File: config.mk
export PLATFORM = sky130hd
export DESIGN_NAME = fetch_ctrl
export DESIGN_NICKNAME = d
export VERILOG_FILES = /design/src/rtl/risc_pkg.sv /design/src/rtl/redirect_sel.sv /design/src/rtl/fetch_ctrl.sv
export SDC_FILE = /design/constraint.sdc
export NUM_CORES = 1
export LEC_CHECK = 0
export CAP_MARGIN = 20
export CORE_UTILIZATION = 42
export DETAILED_ROUTE_END_ITERATION = 10
export PLACE_DENSITY_LB_ADDON = 0.25
export SLEW_MARGIN = 20
export SYNTH_ARGS = -nofsm -noshare
export SYNTH_HDL_FRONTEND = slang
export SYNTH_HIERARCHICAL = 1
export SYNTH_SLANG_ARGS = --single-unit
File: constraint.sdc
create_clock -name clk -period 2.4 [get_ports clk]
set_clock_uncertainty 0.05 [all_clocks]
set_input_delay 0.24 -clock clk [delete_from_list [all_inputs] [get_ports clk]]
set_output_delay 0.24 -clock clk [all_outputs]
set_load 0.02 [all_outputs]
File: src/rtl/risc_pkg.sv
// Shared types and constants for the IITB-RISC front end.
//   word_t         16-bit instruction word / word address
//   fetch_state_e  fetch controller state (run, drain before halt, halted)
//   redir_src_e    which pipeline stage supplied the winning redirect
//   HaltWord       default end-of-program instruction encoding
package risc_pkg;

  typedef logic [15:0] word_t;

  typedef enum logic [1:0] {
    StRun   = 2'd0,
    StDrain = 2'd1,
    StHalt  = 2'd2
  } fetch_state_e;

  typedef enum logic [1:0] {
    SrcNone = 2'd0,
    SrcId   = 2'd1,
    SrcRr   = 2'd2,
    SrcEx   = 2'd3
  } redir_src_e;

  localparam word_t HaltWord = 16'hFFFF;

endpackage

File: src/rtl/redirect_sel.sv
// Combinational redirect arbiter for the fetch controller.
// The oldest resolving instruction wins: EX (BEQ) > RR (JLR) > ID (JAL).
// Ports:
//   enable               0 suppresses every redirect and flush (fetch halted)
//   id/rr/ex_redir       redirect requests from ID, RR and EX
//   id/rr/ex_target      corresponding target addresses
//   taken                a redirect won this cycle
//   target               address of the winning redirect
//   source               stage that supplied the winning redirect
//   flush_id/rr/ex       kill the younger pipeline registers behind the winner
module redirect_sel
  import risc_pkg::*;
(
  input  logic       enable,
  input  logic       id_redir,
  input  word_t      id_target,
  input  logic       rr_redir,
  input  word_t      rr_target,
  input  logic       ex_redir,
  input  word_t      ex_target,
  output logic       taken,
  output word_t      target,
  output redir_src_e source,
  output logic       flush_id,
  output logic       flush_rr,
  output logic       flush_ex
);

  always_comb begin
    taken    = 1'b0;
    target   = '0;
    source   = SrcNone;
    flush_id = 1'b0;
    flush_rr = 1'b0;
    flush_ex = 1'b0;
    if (enable) begin
      if (ex_redir) begin
        taken    = 1'b1;
        target   = ex_target;
        source   = SrcEx;
        flush_id = 1'b1;
        flush_rr = 1'b1;
        flush_ex = 1'b1;
      end else if (rr_redir) begin
        taken    = 1'b1;
        target   = rr_target;
        source   = SrcRr;
        flush_id = 1'b1;
        flush_rr = 1'b1;
      end else if (id_redir) begin
        taken    = 1'b1;
        target   = id_target;
        source   = SrcId;
        flush_id = 1'b1;
      end
    end
  end

endmodule

File: src/rtl/fetch_ctrl.sv
// Instruction-fetch controller: owns the PC, drives the combinational ROM
// address, registers fetched words into IF/ID, applies redirects over stalls
// and sequences halt on the end-of-program word.
// Ports:
//   clk, rst            clock; synchronous active-high reset
//   imem_addr/data      ROM address (= PC) and combinational read data
//   stall               hold PC and IF/ID (overridden by any redirect)
//   *_redir/*_target    JAL (ID), JLR (RR), taken-BEQ (EX) redirects
//   ifid_*              IF/ID register: valid, instruction, its PC, PC+1
//   flush_id/rr/ex      flush lines from the winning redirect
//   halted              fetch permanently stopped until reset
module fetch_ctrl
  import risc_pkg::*;
#(
  parameter logic [15:0] RESET_PC  = 16'h0000,
  parameter logic [15:0] HALT_WORD = HaltWord,
  parameter int unsigned DRAIN_CYC = 3
) (
  input  logic        clk,
  input  logic        rst,
  output logic [15:0] imem_addr,
  input  logic [15:0] imem_data,
  input  logic        stall,
  input  logic        id_redir,
  input  logic [15:0] id_target,
  input  logic        rr_redir,
  input  logic [15:0] rr_target,
  input  logic        ex_redir,
  input  logic [15:0] ex_target,
  output logic        ifid_valid,
  output logic [15:0] ifid_instr,
  output logic [15:0] ifid_pc,
  output logic [15:0] ifid_pc1,
  output logic        flush_id,
  output logic        flush_rr,
  output logic        flush_ex,
  output logic        halted
);

  localparam int unsigned CntW = 8;

  fetch_state_e   state_q, state_d;
  word_t          pc_q, pc_d;
  logic           valid_q, valid_d;
  word_t          instr_q, instr_d;
  word_t          ipc_q, ipc_d;
  word_t          ipc1_q, ipc1_d;
  logic [CntW-1:0] cnt_q, cnt_d;

  logic       redir_taken;
  word_t      redir_target;
  redir_src_e redir_source;

  redirect_sel u_redirect_sel (
    .enable    (state_q != StHalt),
    .id_redir  (id_redir),
    .id_target (id_target),
    .rr_redir  (rr_redir),
    .rr_target (rr_target),
    .ex_redir  (ex_redir),
    .ex_target (ex_target),
    .taken     (redir_taken),
    .target    (redir_target),
    .source    (redir_source),
    .flush_id  (flush_id),
    .flush_rr  (flush_rr),
    .flush_ex  (flush_ex)
  );

  always_comb begin
    state_d = state_q;
    pc_d    = pc_q;
    valid_d = valid_q;
    instr_d = instr_q;
    ipc_d   = ipc_q;
    ipc1_d  = ipc1_q;
    cnt_d   = cnt_q;
    unique case (state_q)
      StRun: begin
        if (redir_taken) begin
          pc_d    = redir_target;
          valid_d = 1'b0;
        end else if (stall) begin
          // hold everything
        end else if (imem_data == HALT_WORD) begin
          // PC parks on the halt word; a later redirect may still cancel it
          valid_d = 1'b0;
          cnt_d   = CntW'(DRAIN_CYC);
          state_d = StDrain;
        end else begin
          valid_d = 1'b1;
          instr_d = imem_data;
          ipc_d   = pc_q;
          ipc1_d  = pc_q + 16'd1;
          pc_d    = pc_q + 16'd1;
        end
      end
      StDrain: begin
        valid_d = 1'b0;
        if (redir_taken) begin
          pc_d    = redir_target;
          cnt_d   = '0;
          state_d = StRun;
        end else if (!stall) begin
          if (cnt_q <= CntW'(1)) begin
            cnt_d   = '0;
            state_d = StHalt;
          end else begin
            cnt_d = cnt_q - CntW'(1);
          end
        end
      end
      StHalt: begin
        valid_d = 1'b0;
      end
      default: begin
        state_d = StRun;
      end
    endcase
  end

  always_ff @(posedge clk) begin
    if (rst) begin
      state_q <= StRun;
      pc_q    <= RESET_PC;
      valid_q <= 1'b0;
      instr_q <= '0;
      ipc_q   <= '0;
      ipc1_q  <= '0;
      cnt_q   <= '0;
    end else begin
      state_q <= state_d;
      pc_q    <= pc_d;
      valid_q <= valid_d;
      instr_q <= instr_d;
      ipc_q   <= ipc_d;
      ipc1_q  <= ipc1_d;
      cnt_q   <= cnt_d;
    end
  end

  assign imem_addr  = pc_q;
  assign ifid_valid = valid_q;
  assign ifid_instr = instr_q;
  assign ifid_pc    = ipc_q;
  assign ifid_pc1   = ipc1_q;
  assign halted     = (state_q == StHalt);

endmodule

* Word-level counts from Yosys, hierarchy flattened
Cells that the tools add are included.
Storage, ports and cells: output and inout bits 69, memories kept 0, word-level logic and storage cells 71, bits in latches 0, register bits 75, bits in read-only memories 0, input bits 70, RAM bits 0
Operators by class: eq/ne operators 12, shifts and indexed selects 0, $lt $le $gt $ge 1, reductions and logical operators 9, div/mod/pow operators 0, bitwise gates (word level) 4, mux-type cells 36, multiply operators 0, add/subtract/negate cells 2
Operators with widths (number):
- 16-bit two-way mux | 8
- 8-bit two-way mux | 6
- 16-bit one-hot mux with 2 select lines | 1
- 16-bit by 1-bit adder with 16-bit output (second input constant) | 1
- 16-bit == test (second input constant) | 1
- 8-bit one-hot mux with 2 select lines | 1
- 1-bit two-way mux | 12
- 2-bit two-way mux | 6
- 3-bit != test (second input constant) | 4
- 2-bit != test (second input constant) | 5
- 8-bit by 1-bit <= comparator with 1-bit output (second input constant) | 1
- 4-bit AND reduction | 2
- 8-bit by 1-bit subtractor with 8-bit output (second input constant) | 1
- 2-bit one-hot mux with 3 select lines | 1
- 6-bit AND reduction | 1
- 5-bit AND reduction | 1
- 1-bit inverter | 4
- 2-bit nonzero test | 2
- 2-bit by 1-bit == test with 1-bit output (second input constant) | 1
- 2-bit == test (second input constant) | 1
- 2-bit zero test | 1
- 1-bit one-hot mux with 2 select lines | 1
- 2-bit AND reduction | 1
- 2-bit OR reduction | 1

* Depth between registers and ports, before layout
depth after elaboration 6, gate-level depth with buffers 13, gate-level depth less buffers 10

* By module
Netlist, hierarchy kept.
Modules (own cells, without submodules):
- fetch_ctrl | cells each 445, instances 1, sequential area each 1501.4 um2, area each 3513.4 um2
- redirect_sel | cells each 82, instances 1, sequential area each 0.0 um2, area each 621.8 um2

* Worst setup path after synthesis
No wires, ideal clock.
path kind flip-flop to flip-flop, from register state_q[0], to register pc_q[13] (netlist: imem_addr[13]), setup slack -508 ps, data required time 2218 ps, setup time 132 ps, data arrival time 2725 ps, period minus slack after synthesis 2908 ps, cell stages (with the launch flop) 14, cells stage by stage dfxtp_1 -> inv_1 -> ha_1 -> inv_1 -> o21a_1 -> a21o_1 -> buf_4 -> clkbuf_1 -> or2_2 -> clkbuf_1 -> clkbuf_1 -> nor2_1 -> o21ai_0 -> a21oi_1
On the way: cells in the longest elaborated chain, start to end 4, elaborated cells on any way between the ends 13, those cells by class eq/ne (5); mux (5); reduce/logical (3)
RTL lines:
- start, declared | RTL line fetch_ctrl.sv:42 | fetch_state_e state_q, state_d;
- start signal, assigned | RTL line fetch_ctrl.sv:124 | state_q <= StRun;
- start signal, assigned | RTL line fetch_ctrl.sv:132 | state_q <= state_d;
- 2-bit != test * | RTL line fetch_ctrl.sv:55 | .enable (state_q != StHalt),
- 1-bit two-way mux *
- net flush_id | RTL line fetch_ctrl.sv:34 | output logic flush_id,
- 3-bit != test (no source line), or another cell as far along
- 4-bit AND reduction (no source line) / 16-bit one-hot mux with 2 select lines (equally long branches)
- end signal, assigned | RTL line fetch_ctrl.sv:133 | pc_q <= pc_d;
- end, declared | RTL line fetch_ctrl.sv:43 | word_t pc_q, pc_d;
Mark *: on every way through the listed nets, which the timed path passes. The rest lies on a longest branch. The select of a mux whose other input is x is not followed. A chain may end at the register's enable or synchronous reset.

* Worst setup path in the final report
from register state_q[0], to register pc_q[11] (netlist: imem_addr[11])
On the way: cells in the longest elaborated chain, start to end 4, elaborated cells on any way between the ends 13, those cells by class eq/ne (5); mux (5); reduce/logical (3)
RTL lines:
- 2-bit != test | RTL line fetch_ctrl.sv:55
- 1-bit two-way mux / 16-bit two-way mux (equally long branches) | RTL line redirect_sel.sv:36 | if (enable) begin
- 3-bit != test (no source line), or another cell as far along
- 4-bit AND reduction (no source line) / 16-bit one-hot mux with 2 select lines (equally long branches)
Several ways; a longest one is shown, not always the timed one. The select of a mux whose other input is x is not followed.

==> flow_summary.toml <==
[timing]
final-setup-viol-count = 0
worst_pin_slew_ns = 0.781
rsz0062_at_grt = "false"
min_period_over_period_pct = 94.1
maxSlewViolCount = 0
clock.fmax_ghz = 0.443
relSlewSlack_pct = 47.9
fin_tns_setup_ns = 0
hold_viol = 0
post-route-min-period_ns = 2.26

[clock_network]
clkTransAtPathRegs_ns = 0.08
cts-root-buf = "sky130_fd_sc_hd__clkbuf_8"
tritoncts = "done"
ctsLongestPathBuffers = 2
cts_max_level = 3
cts_buffers = 9
clk_latency_ns = 0.34
holdBufCountCts = 0
number_of_clock_sinks = 75

[die]
die_height_microns = 101
core_area_sq_um = 9370
fp.dieArea_sq_um = 10200
die_w_microns = 101
ios = 139
start_util_pct = 43.9
rows = 35

[placed_design]
post_dp_cell_area_sq_um = 5710
dpl.cell_count = 771
place.gp.congestion = 0.855
port_buffers = 138
detailed_place_hpwl_microns = 8650

[critical_path]
cp_dominant_cell_by_count = "sky130_fd_sc_hd__or2_2"
worst-r2r-setup-slack_ns = 0.14
worstPathMaxFanout = 13
reg2reg_from = "state_q[0]"
worst-endpoint-arrival_ns = 2.49
r2r_cells = 11
cp_slowest_cell = "sky130_fd_sc_hd__or2_2"
crit_required_ns = 2.63
r2r_end = "imem_addr[11]"
cpPeakStageDelay_ns = 0.34
startpoint_type = "register"
crit_chain = "inv_1, ha_4, inv_2, o21a_4, a21o_4, or2_2, buf_4, nor2_1, a22oi_1, or2_2, a21oi_1"
critical_path_class = "register to register"
crit_path_end_kind = "register"

[min_path]
hp-class = "input port to register"
timing.hold.worst_path_depth = 2
worst_hold_path.endpoint = "ifid_pc[1]"
min-delay-start = "rst"

[detailed_routing]
drc_errors = 0
detailedRoute.firstIterationViolations = 337
wire_per_inst_microns = 14.7
drt_first_pass_iters = 5
route.antenna.remaining_nets = 0
vias = 4242
wl_microns = 11600
vias_per_cell = 5.40

[final_layout]
n_fill_cell = 849
final_nets = 729
post_layout_nonfiller_instances = 786
post_route_cells_drive_above_1_share_pct = 10.7
stdcell_area_sq_um = 5910
antennaDiodeCount = 0
flow.area_growth_from_synthesis_pct = 43.6

[global_routing]
maximum_number_of_pins_on_one_net_before_global_route_repair = 43
first_global_vias = 3798
wire_length_of_the_first_global_routing_pass_microns = 18400
grtUsageTotal_pct = 22.9
number_of_antenna_violations_at_the_first_check_in_global_routing = 0
grt-ovfl-total = 0

[power]
power.leakage_uw = 0.00209
report.power.total_uw = 2820
ir_worst_vdd_uv = 221
power_density_nw_per_um2 = 478

[logic_synthesis]
syn_area_sq_um = 4110
synth.avg_cell_area_sq_um = 7.85
mappedNetlistNets = 600
ys_warn_count = 6
postSynthCellCount = 524

[outcome]
status = "complete, no violations"

[flow_run]
cap_violations = 0
per-stage QoR:
step / util (%) / hold slack [ns] / setup slack (ns)
floorplan: - / 0.326 / 0.00374
CTS: 63.0 / 0.240 / 0.0582
global placement: 61.0 / 0.392 / 0.0797
detailed placement: 61.0 / 0.395 / 0.00181
finish: 63.1 / 0.249 / 0.141
global route: 63.1 / 0.277 / 0.0166
how the worst max path moves through the flow:
stage                 startpoint            end  slack, ns  cells after the start
finish                state_q[0]  imem_addr[11]       0.14                     11
global route          state_q[0]       cnt_q[4]       0.02                      9
CTS                   state_q[0]       flush_id       0.06                      6
detailed placement  imem_data[0]       cnt_q[4]      0.002                      6
global placement    imem_data[6]       cnt_q[6]       0.08                      6
floorplan             state_q[0]  imem_addr[11]      0.004                     13
sequential cells by signal, indices dropped and copies added, names as in the netlist:
register	flops
cnt_q	8
ifid_instr	16
ifid_pc	16
ifid_pc1	16
ifid_valid	1
imem_addr	16
state_q	2
area by class of cell:
type	count	area (sq um)	share of cell area (%)
tap	129	161	2.73
sequential	75	1500	25.4
timing repair buffer	165	1630	27.6
clock inverter	5	55.1	0.932
multi-input combinational	379	2350	39.7
clock buffer	10	128	2.16
inverter	23	86.3	1.46
per-layer routing:
metal	track usage, %	part of all wire (%)	up-vias
li1	-	-	2110
met1	31.5	47	1963
met2	35.2	45	158
met3	5.55	7.2	11
met4	7.36	1.1	0
met5	0	0	-
worst max-delay path, delay by kind of cell (launching register included):
family          cells  cell delay, ns
buf+inv             3            0.36
compound gates      4            0.59
simple gates        3            0.72
fa+ha+maj           1            0.15
flops               1            0.33
layout by cell type, fill, tap and decap left out, drive strengths merged, types with 3 or more instances in the layout:
master	count
ha	6
xor2	6
nand3b	18
o21ai	12
nor2	45
o41ai	4
clkbuf	10
nand2b	13
o32ai	7
a21oi	74
inv	23
dfxtp	75
clkdlybuf4s50	136
nand2	84
a221oi	16
nand3	8
nand4	8
or4b	3
or3	4
xnor2	8
buf	28
nor3	12
or2	3
a211oi	15
nor4	7
repair_timing:
action                                  CTS  global route
buffers inserted                          0             0
hold endpoints to repair                  0             0
gates resized for setup                   1             1
endpoints found under the setup margin    1             1
report_power, final:
group	switching, uW	internal [uW]
combinational	257	293
clock	458	471
sequential	57.8	1290
total	773	2050
Note: power is estimated with default switching activity, not from simulation.
